`src/rtl/ide_cycle_if.sv`:
```
// Bus-side signal bundle for the IDE cycle sequencer.
//   master : 68000 bus / autoconfig side; drives ADDR, strobes, RW and window hits.
//   slave  : ide_cycle_ctrl; drives IDE strobes, DA, ROM enable and DTACK_n.
interface ide_cycle_if;
    logic [23:1] ADDR;
    logic        AS_n;
    logic        UDS_n;
    logic        LDS_n;
    logic        RW;
    logic        ide_access;
    logic        autoconfig_cycle;
    logic        IDE_CS0_n;
    logic        IDE_CS1_n;
    logic        IDE_IOR_n;
    logic        IDE_IOW_n;
    logic [2:0]  IDE_DA;
    logic        ROM_OE_n;
    logic        DTACK_n;

    modport master (
        output ADDR, AS_n, UDS_n, LDS_n, RW, ide_access, autoconfig_cycle,
        input  IDE_CS0_n, IDE_CS1_n, IDE_IOR_n, IDE_IOW_n, IDE_DA, ROM_OE_n, DTACK_n
    );

    modport slave (
        input  ADDR, AS_n, UDS_n, LDS_n, RW, ide_access, autoconfig_cycle,
        output IDE_CS0_n, IDE_CS1_n, IDE_IOR_n, IDE_IOW_n, IDE_DA, ROM_OE_n, DTACK_n
    );
endinterface

```
`src/rtl/ide_cycle_ctrl.sv`:
```
// Turns qualified 68000 bus cycles into IDE task-file strobes and boot-ROM
// enables, and generates DTACK_n with programmable setup/strobe/hold timing.
// Ports:
//   CLK   : system clock, rising edge
//   RESET : synchronous, active-high
//   bus   : ide_cycle_if.slave (68000 bus inputs in, IDE/ROM/DTACK out)
// DTACK_n is the registered active-low acknowledge; the board top turns it
// into an open-drain driver.
module ide_cycle_ctrl #(
    parameter int unsigned SETUP_CYC  = 1,
    parameter int unsigned STROBE_CYC = 4,
    parameter int unsigned HOLD_CYC   = 1
) (
    input  logic        CLK,
    input  logic        RESET,
    ide_cycle_if.slave  bus
);
    localparam int unsigned CNT_W = 4;

    typedef enum logic [2:0] {ST_IDLE, ST_SETUP, ST_STROBE, ST_HOLD, ST_ACK} state_e;
    typedef enum logic [1:0] {CLS_AC, CLS_ROM, CLS_REG} cls_e;

    state_e             state_q, state_d;
    cls_e               cls_q, cls_d;
    logic [CNT_W-1:0]   cnt_q, cnt_d;
    logic               rw_l_q, rw_l_d;
    logic               cs1_sel_q, cs1_sel_d;
    logic [2:0]         da_q, da_d;
    logic               as_meta_q, as_meta_d, as_s_q, as_s_d;
    logic               ds_meta_q, ds_meta_d, ds_s_q, ds_s_d;
    logic               cs0_n_q, cs0_n_d, cs1_n_q, cs1_n_d;
    logic               ior_n_q, ior_n_d, iow_n_q, iow_n_d;
    logic               rom_oe_n_q, rom_oe_n_d, dtack_n_q, dtack_n_d;
    logic               start_c, reg_c, active_c;
    logic               unused_addr_c;

    assign unused_addr_c = ^{bus.ADDR[23:17], bus.ADDR[15:13], bus.ADDR[11:5], bus.ADDR[1]};

    // Two-flop synchronisers for the asynchronous strobes
    always_comb begin
        as_meta_d = bus.AS_n;
        as_s_d    = as_meta_q;
        ds_meta_d = bus.UDS_n & bus.LDS_n;
        ds_s_d    = ds_meta_q;
    end

    // Cycle sequencer: next state, counter, latched cycle attributes, next outputs
    always_comb begin
        state_d   = state_q;
        cnt_d     = (cnt_q != '0) ? cnt_q - CNT_W'(1) : cnt_q;
        rw_l_d    = rw_l_q;
        cls_d     = cls_q;
        cs1_sel_d = cs1_sel_q;
        da_d      = da_q;
        start_c   = !as_s_q && !ds_s_q && (bus.ide_access || bus.autoconfig_cycle);

        case (state_q)
            ST_IDLE: begin
                cnt_d = '0;
                if (start_c) begin
                    rw_l_d = bus.RW;
                    if (bus.autoconfig_cycle) begin
                        cls_d   = CLS_AC;
                        state_d = ST_ACK;
                    end else if (!bus.ADDR[16]) begin
                        cls_d   = CLS_ROM;
                        state_d = ST_ACK;
                    end else begin
                        cls_d     = CLS_REG;
                        cs1_sel_d = bus.ADDR[12];
                        da_d      = bus.ADDR[4:2];
                        state_d   = ST_SETUP;
                        cnt_d     = CNT_W'(SETUP_CYC - 1);
                    end
                end
            end
            ST_SETUP: begin
                if (cnt_q == '0) begin
                    state_d = ST_STROBE;
                    cnt_d   = CNT_W'(STROBE_CYC - 1);
                end
            end
            ST_STROBE: begin
                if (cnt_q == '0) begin
                    if (rw_l_q) begin
                        state_d = ST_ACK;
                        cnt_d   = '0;
                    end else begin
                        state_d = ST_HOLD;
                        cnt_d   = CNT_W'(HOLD_CYC - 1);
                    end
                end
            end
            ST_HOLD: begin
                if (cnt_q == '0) begin
                    state_d = ST_ACK;
                    cnt_d   = '0;
                end
            end
            ST_ACK: begin
                cnt_d = '0;
            end
            default: begin
                state_d = ST_IDLE;
                cnt_d   = '0;
            end
        endcase

        // AS_n release ends the cycle from any busy state; covers ACK exit and abort
        if (state_q != ST_IDLE && as_s_q) begin
            state_d = ST_IDLE;
            cnt_d   = '0;
        end

        // Outputs are decoded from the next state so they register with it
        active_c   = (state_d != ST_IDLE);
        reg_c      = (cls_d == CLS_REG) && active_c;
        cs0_n_d    = !(reg_c && !cs1_sel_d);
        cs1_n_d    = !(reg_c && cs1_sel_d);
        ior_n_d    = !(reg_c && rw_l_d && (state_d == ST_STROBE || state_d == ST_ACK));
        iow_n_d    = !(reg_c && !rw_l_d && state_d == ST_STROBE);
        rom_oe_n_d = !(cls_d == CLS_ROM && rw_l_d && state_d == ST_ACK);
        dtack_n_d  = !(state_d == ST_ACK);
    end

    always_ff @(posedge CLK) begin
        if (RESET) begin
            state_q    <= ST_IDLE;
            cnt_q      <= '0;
            cls_q      <= CLS_AC;
            rw_l_q     <= 1'b1;
            cs1_sel_q  <= 1'b0;
            da_q       <= '0;
            as_meta_q  <= 1'b1;
            as_s_q     <= 1'b1;
            ds_meta_q  <= 1'b1;
            ds_s_q     <= 1'b1;
            cs0_n_q    <= 1'b1;
            cs1_n_q    <= 1'b1;
            ior_n_q    <= 1'b1;
            iow_n_q    <= 1'b1;
            rom_oe_n_q <= 1'b1;
            dtack_n_q  <= 1'b1;
        end else begin
            state_q    <= state_d;
            cnt_q      <= cnt_d;
            cls_q      <= cls_d;
            rw_l_q     <= rw_l_d;
            cs1_sel_q  <= cs1_sel_d;
            da_q       <= da_d;
            as_meta_q  <= as_meta_d;
            as_s_q     <= as_s_d;
            ds_meta_q  <= ds_meta_d;
            ds_s_q     <= ds_s_d;
            cs0_n_q    <= cs0_n_d;
            cs1_n_q    <= cs1_n_d;
            ior_n_q    <= ior_n_d;
            iow_n_q    <= iow_n_d;
            rom_oe_n_q <= rom_oe_n_d;
            dtack_n_q  <= dtack_n_d;
        end
    end

    assign bus.IDE_CS0_n = cs0_n_q;
    assign bus.IDE_CS1_n = cs1_n_q;
    assign bus.IDE_IOR_n = ior_n_q;
    assign bus.IDE_IOW_n = iow_n_q;
    assign bus.IDE_DA    = da_q;
    assign bus.ROM_OE_n  = rom_oe_n_q;
    assign bus.DTACK_n   = dtack_n_q;
endmodule

```
`src/flat_wrapper.sv`:
```
// flat-port wrapper written by rule: the top's interface ports become plain ports
module ide_cycle_ctrl_flat 
#(
    parameter int unsigned SETUP_CYC  = 1,
    parameter int unsigned STROBE_CYC = 4,
    parameter int unsigned HOLD_CYC   = 1
)
  (CLK, RESET, bus_ADDR, bus_AS_n, bus_UDS_n, bus_LDS_n, bus_RW, bus_ide_access, bus_autoconfig_cycle, bus_IDE_CS0_n, bus_IDE_CS1_n, bus_IDE_IOR_n, bus_IDE_IOW_n, bus_IDE_DA, bus_ROM_OE_n, bus_DTACK_n);
  ide_cycle_if bus_i ();
  input  logic CLK;
  input  logic RESET;
  input wire logic [$bits(bus_i.ADDR)-1:0] bus_ADDR;
  input wire logic [$bits(bus_i.AS_n)-1:0] bus_AS_n;
  input wire logic [$bits(bus_i.UDS_n)-1:0] bus_UDS_n;
  input wire logic [$bits(bus_i.LDS_n)-1:0] bus_LDS_n;
  input wire logic [$bits(bus_i.RW)-1:0] bus_RW;
  input wire logic [$bits(bus_i.ide_access)-1:0] bus_ide_access;
  input wire logic [$bits(bus_i.autoconfig_cycle)-1:0] bus_autoconfig_cycle;
  output wire logic [$bits(bus_i.IDE_CS0_n)-1:0] bus_IDE_CS0_n;
  output wire logic [$bits(bus_i.IDE_CS1_n)-1:0] bus_IDE_CS1_n;
  output wire logic [$bits(bus_i.IDE_IOR_n)-1:0] bus_IDE_IOR_n;
  output wire logic [$bits(bus_i.IDE_IOW_n)-1:0] bus_IDE_IOW_n;
  output wire logic [$bits(bus_i.IDE_DA)-1:0] bus_IDE_DA;
  output wire logic [$bits(bus_i.ROM_OE_n)-1:0] bus_ROM_OE_n;
  output wire logic [$bits(bus_i.DTACK_n)-1:0] bus_DTACK_n;
  assign bus_i.ADDR = bus_ADDR;
  assign bus_i.AS_n = bus_AS_n;
  assign bus_i.UDS_n = bus_UDS_n;
  assign bus_i.LDS_n = bus_LDS_n;
  assign bus_i.RW = bus_RW;
  assign bus_i.ide_access = bus_ide_access;
  assign bus_i.autoconfig_cycle = bus_autoconfig_cycle;
  assign bus_IDE_CS0_n = bus_i.IDE_CS0_n;
  assign bus_IDE_CS1_n = bus_i.IDE_CS1_n;
  assign bus_IDE_IOR_n = bus_i.IDE_IOR_n;
  assign bus_IDE_IOW_n = bus_i.IDE_IOW_n;
  assign bus_IDE_DA = bus_i.IDE_DA;
  assign bus_ROM_OE_n = bus_i.ROM_OE_n;
  assign bus_DTACK_n = bus_i.DTACK_n;
  ide_cycle_ctrl #(.SETUP_CYC(SETUP_CYC), .STROBE_CYC(STROBE_CYC), .HOLD_CYC(HOLD_CYC)) u_core (.CLK(CLK), .RESET(RESET), .bus(bus_i));
endmodule
```
`config.mk`:
```
export PLATFORM = sky130hd
export DESIGN_NAME = ide_cycle_ctrl_flat
export DESIGN_NICKNAME = d
export VERILOG_FILES = /design/src/rtl/ide_cycle_if.sv /design/src/rtl/ide_cycle_ctrl.sv /design/src/flat_wrapper.sv
export SDC_FILE = /design/constraint.sdc
export NUM_CORES = 1
export LEC_CHECK = 0
export ABC_CLOCK_PERIOD_IN_PS = 3650
export BUFFER_PORTS_ARGS = -buffer_cell sky130_fd_sc_hd__buf_2
export CAP_MARGIN = 15
export CORE_MARGIN = 1
export CORE_UTILIZATION = 44
export CTS_BUF_LIST = sky130_fd_sc_hd__clkbuf_2
export CTS_CLUSTER_SIZE = 8
export DETAILED_ROUTE_END_ITERATION = 10
export PLACE_DENSITY = 0.74
export SLEW_MARGIN = 5
export SYNTH_ARGS = -nofsm -noshare
export SYNTH_HDL_FRONTEND = slang
export SYNTH_SLANG_ARGS = --single-unit
```
`constraint.sdc`:
```
create_clock -name CLK -period 3.65 [get_ports CLK]
set_input_delay 0.365 -clock CLK [delete_from_list [all_inputs] [get_ports CLK]]
set_output_delay 0.365 -clock CLK [all_outputs]
set_load 0.02 [all_outputs]
```
==> results.tsv <==
stage	metric	value	unit
global_routing	antenna_found_initial	0	
cells_and_area	instances_no_fill	157	
sta	finalSetupViolations	0	
cells_and_area	multiInputGateArea	539	um2
detailed_routing	drt-total-wl	1860	um
critical_path	r2r_start	u_core.cnt_q[0]	
clock_network	cts_buffer_depth	2	
detailed_routing	antenna_left	0	
die	num_rows	17	
sta	worst_pin_slew	0.628	ns
clock_network	holdBufCountCts	0	
power	swShare	22.2	%
detailed_routing	drtPass1Iterations	4	
synthesis	yosysSeqAreaShare	45.9	%
clock_network	clk_pin_slew	0.20	ns
sta	finalCritPeriodShare	59.3	%
clock_network	ctsResizeCount	0	
cells_and_area	fill_cells	221	
cells_and_area	post-route-util	52.9	%
synthesis	ys_top_cells_by_area	dfxtp_1 (46%), nor2_1 (4.3%), mux2i_1 (3.8%), o21ai_0 (3.8%), nor2b_1 (3.0%)	
clock_network	root_buffer	clkbuf_2	
clock_network	cts-htree-levels	1	
power	ir_drop	0.000242	V
critical_path	critPathArrivalTime	2.38	ns
synthesis	ys_seq_elements	24	
clock_network	postCtsSetupBuffers	0	
sta	drv_slew	0	
synthesis	yosys.area.top_type	dfxtp_1	
status	status	finished, final reports clean	
detailed_routing	via_count	852	
die	die_h	50.8	um
synthesis	synth_cell_type_count	41	
sta	max_freq	0.462	GHz
die	core	2230	um2
critical_path	end_kind	flip-flop	
placed_design	place_area	1170	um2
sta	hold_violations	0	
die	die_x	50.8	um
detailed_routing	avgRoutedWirePerCell	11.9	um
cells_and_area	n_antenna_cell	0	
min_path	hp-class	input port to flip-flop	
synthesis	async_reset_ff_share	0	%
global_routing	gr-total-overflow	0	
detailed_routing	viasPerCell	5.43	
placed_design	hpwl	1440	um
power	seqPwrFrac	69.8	%
power	switching_power	85.1	uW
synthesis	netlist.area_leader.share	45.9	%
clock_network	insertion_delay	0.32	ns
power	clkPwrFrac	24.7	%
synthesis	syn_inst	108	
power	comb_power_share	5.6	%
global_routing	grt_max_degree	16	
sta	maxSlewHeadroom	57.9	%
die	initial_core_util	46.9	%
die	ios	40	
critical_path	critical_path_class	flip-flop to flip-flop	
clock_network	cts.sinks	24	
sta	post-route-min-period	2.16	ns
critical_path	worstPathRequired	3.87	ns
critical_path	path_max_fanout	10	
min_path	min_path_cells	2	
die	die_area	2580	um2
sta	fin_skew	0.00187	ns
power	p_leak	0.000475	uW
synthesis	synthTopCellsByCount	dfxtp_1 (24), nor2_1 (12), o21ai_0 (8)	
job	maxCapViolCount	0	
min_path	min_from	bus_LDS_n	
detailed_routing	drc	0	
power	p_int	299	uW
cells_and_area	fin_nets	163	
synthesis	syn_avg_cell_area	9.70	um2
critical_path	r2r-end	u_core.bus.IDE_IOR_n	
critical_path	r2r_slack	1.49	ns
placed_design	portBuffers	21	
cells_and_area	layout-drive-gt1-share	29.5	%
min_path	whs_endpoint	u_core.ds_meta_q	
synthesis	synth_ff_type	dfxtp_1	
synthesis	netlist_area	1050	um2
clock_network	cts_made_buffers	3	
placed_design	gp_congestion	0.726	
synthesis	synth.net_count	140	
clock_network	cts_tree	yes	
sta	rsz0062_at_grt	no	
critical_path	ff2ff_path_depth	6	
placed_design	dp.cells	154	
synthesis	yosysWarnings	0	
global_routing	grt_pass1_wl	3090	um
sta	setup_tns	0	ns
detailed_routing	drtIter0Drc	10	
cells_and_area	final_area	1180	um2
synthesis	synth_edf_count	0	
global_routing	grtUsageTotal	16.0	%
global_routing	grt_pass1_vias	776	
cells_and_area	seq_area	480	um2
power	p_per_area	324	nW/um2
synthesis	yosysMostFrequentCell	dfxtp_1	
cells_and_area	syn_to_final_growth	12.9	%
critical_path	worst_setup_path_start_kind	flip-flop	
[stage by stage]
stage | hold WS [ns] | total power, uW | setup slack [ns]
6_report | 0.218 | 384 | 1.49
5_1_grt | 0.196 | 398 | 1.28
4_1_cts | 0.201 | 388 | 1.47
3_5_place_dp | 0.394 | 294 | 1.49
3_3_place_gp | 0.394 | 294 | 1.60
2_1_floorplan | 0.389 | 284 | 1.87
[kinds of logic (layout without fill, tap and decap cells)]
family | after synthesis | count (layout) | synth area share (%)
simple gates | 44 | 44 | 25.6
compound gates | 28 | 28 | 18.8
flops | 24 | 24 | 45.9
mux | 6 | 6 | 5.97
buf+inv | 5 | 26 | 2.63
fa+ha+maj | 1 | 1 | 1.19
[power by group through the flow]
stage | clock (uW) | combinational [uW] | sequential (uW)
after global routing | 106 | 23.7 | 268
final | 94.6 | 21.4 | 268
after detailed placement | 0 | 21.7 | 273
after floorplan | 0 | 11.7 | 272
after global placement | 0 | 20.9 | 273
after CTS | 99.1 | 21.7 | 268
[worst max path at each step]
stage | startpoint | to | slack [ns] | depth (start not counted)
3_5_place_dp | u_core.cnt_q[0] | u_core.bus.IDE_IOR_n | 1.49 | 6
3_3_place_gp | u_core.cnt_q[0] | u_core.bus.IDE_IOR_n | 1.60 | 6
2_1_floorplan | u_core.state_q[0] | u_core.bus.ROM_OE_n | 1.87 | 5
4_1_cts | u_core.cnt_q[0] | u_core.bus.IDE_IOR_n | 1.47 | 6
6_report | u_core.cnt_q[0] | u_core.bus.IDE_IOR_n | 1.49 | 6
5_1_grt | u_core.cnt_q[0] | u_core.bus.IDE_IOR_n | 1.28 | 6
[cell type report]
class,count,share of cell area (%)
clock buffer,3,1.27
sequential,24,40.6
multi-input combinational,79,45.6
inverter,2,0.635
timing repair buffer,21,8.89
tap,28,2.96
[worst max-delay path, cell delays in order, from the launching register on]
cell      delay [ns]
dfxtp_1         0.37
inv_1           0.06
ha_1            0.20
nor3b_2         0.51
nand3b_1        0.18
a211oi_1        0.57
o21ai_0         0.17
[cells in the final DEF (no fill, tap or decap), types with 4 or more instances in the layout]
cell,count
nor2b_1,5
a21oi_1,4
buf_2,21
dfxtp_1,24
nor2_1,12
mux2i_1,4
or2_2,4
o21ai_0,8
[sequential cells by signal, summed over array words and instances, names as in the netlist]
signal	flops
u_core.as_meta_q	1
u_core.as_s_q	1
u_core.bus.DTACK_n	1
u_core.bus.IDE_CS0_n	1
u_core.bus.IDE_CS1_n	1
u_core.bus.IDE_DA	3
u_core.bus.IDE_IOR_n	1
u_core.bus.IDE_IOW_n	1
u_core.bus.ROM_OE_n	1
u_core.cls_q	2
u_core.cnt_q	4
u_core.cs1_sel_q	1
u_core.ds_meta_q	1
u_core.ds_s_q	1
u_core.rw_l_q	1
u_core.state_q	3
[routing by layer]
layer | routed length, um | vias to the layer above | GRT usage [%]
met4 | 10 | 0 | 8.33
met2 | 993 | 20 | 29.8
met1 | 803 | 390 | 17.5
met3 | 56 | 2 | 1.82
li1 | - | 440 | -
met5 | 0 | - | 0
(Power assumes the default switching activity.)
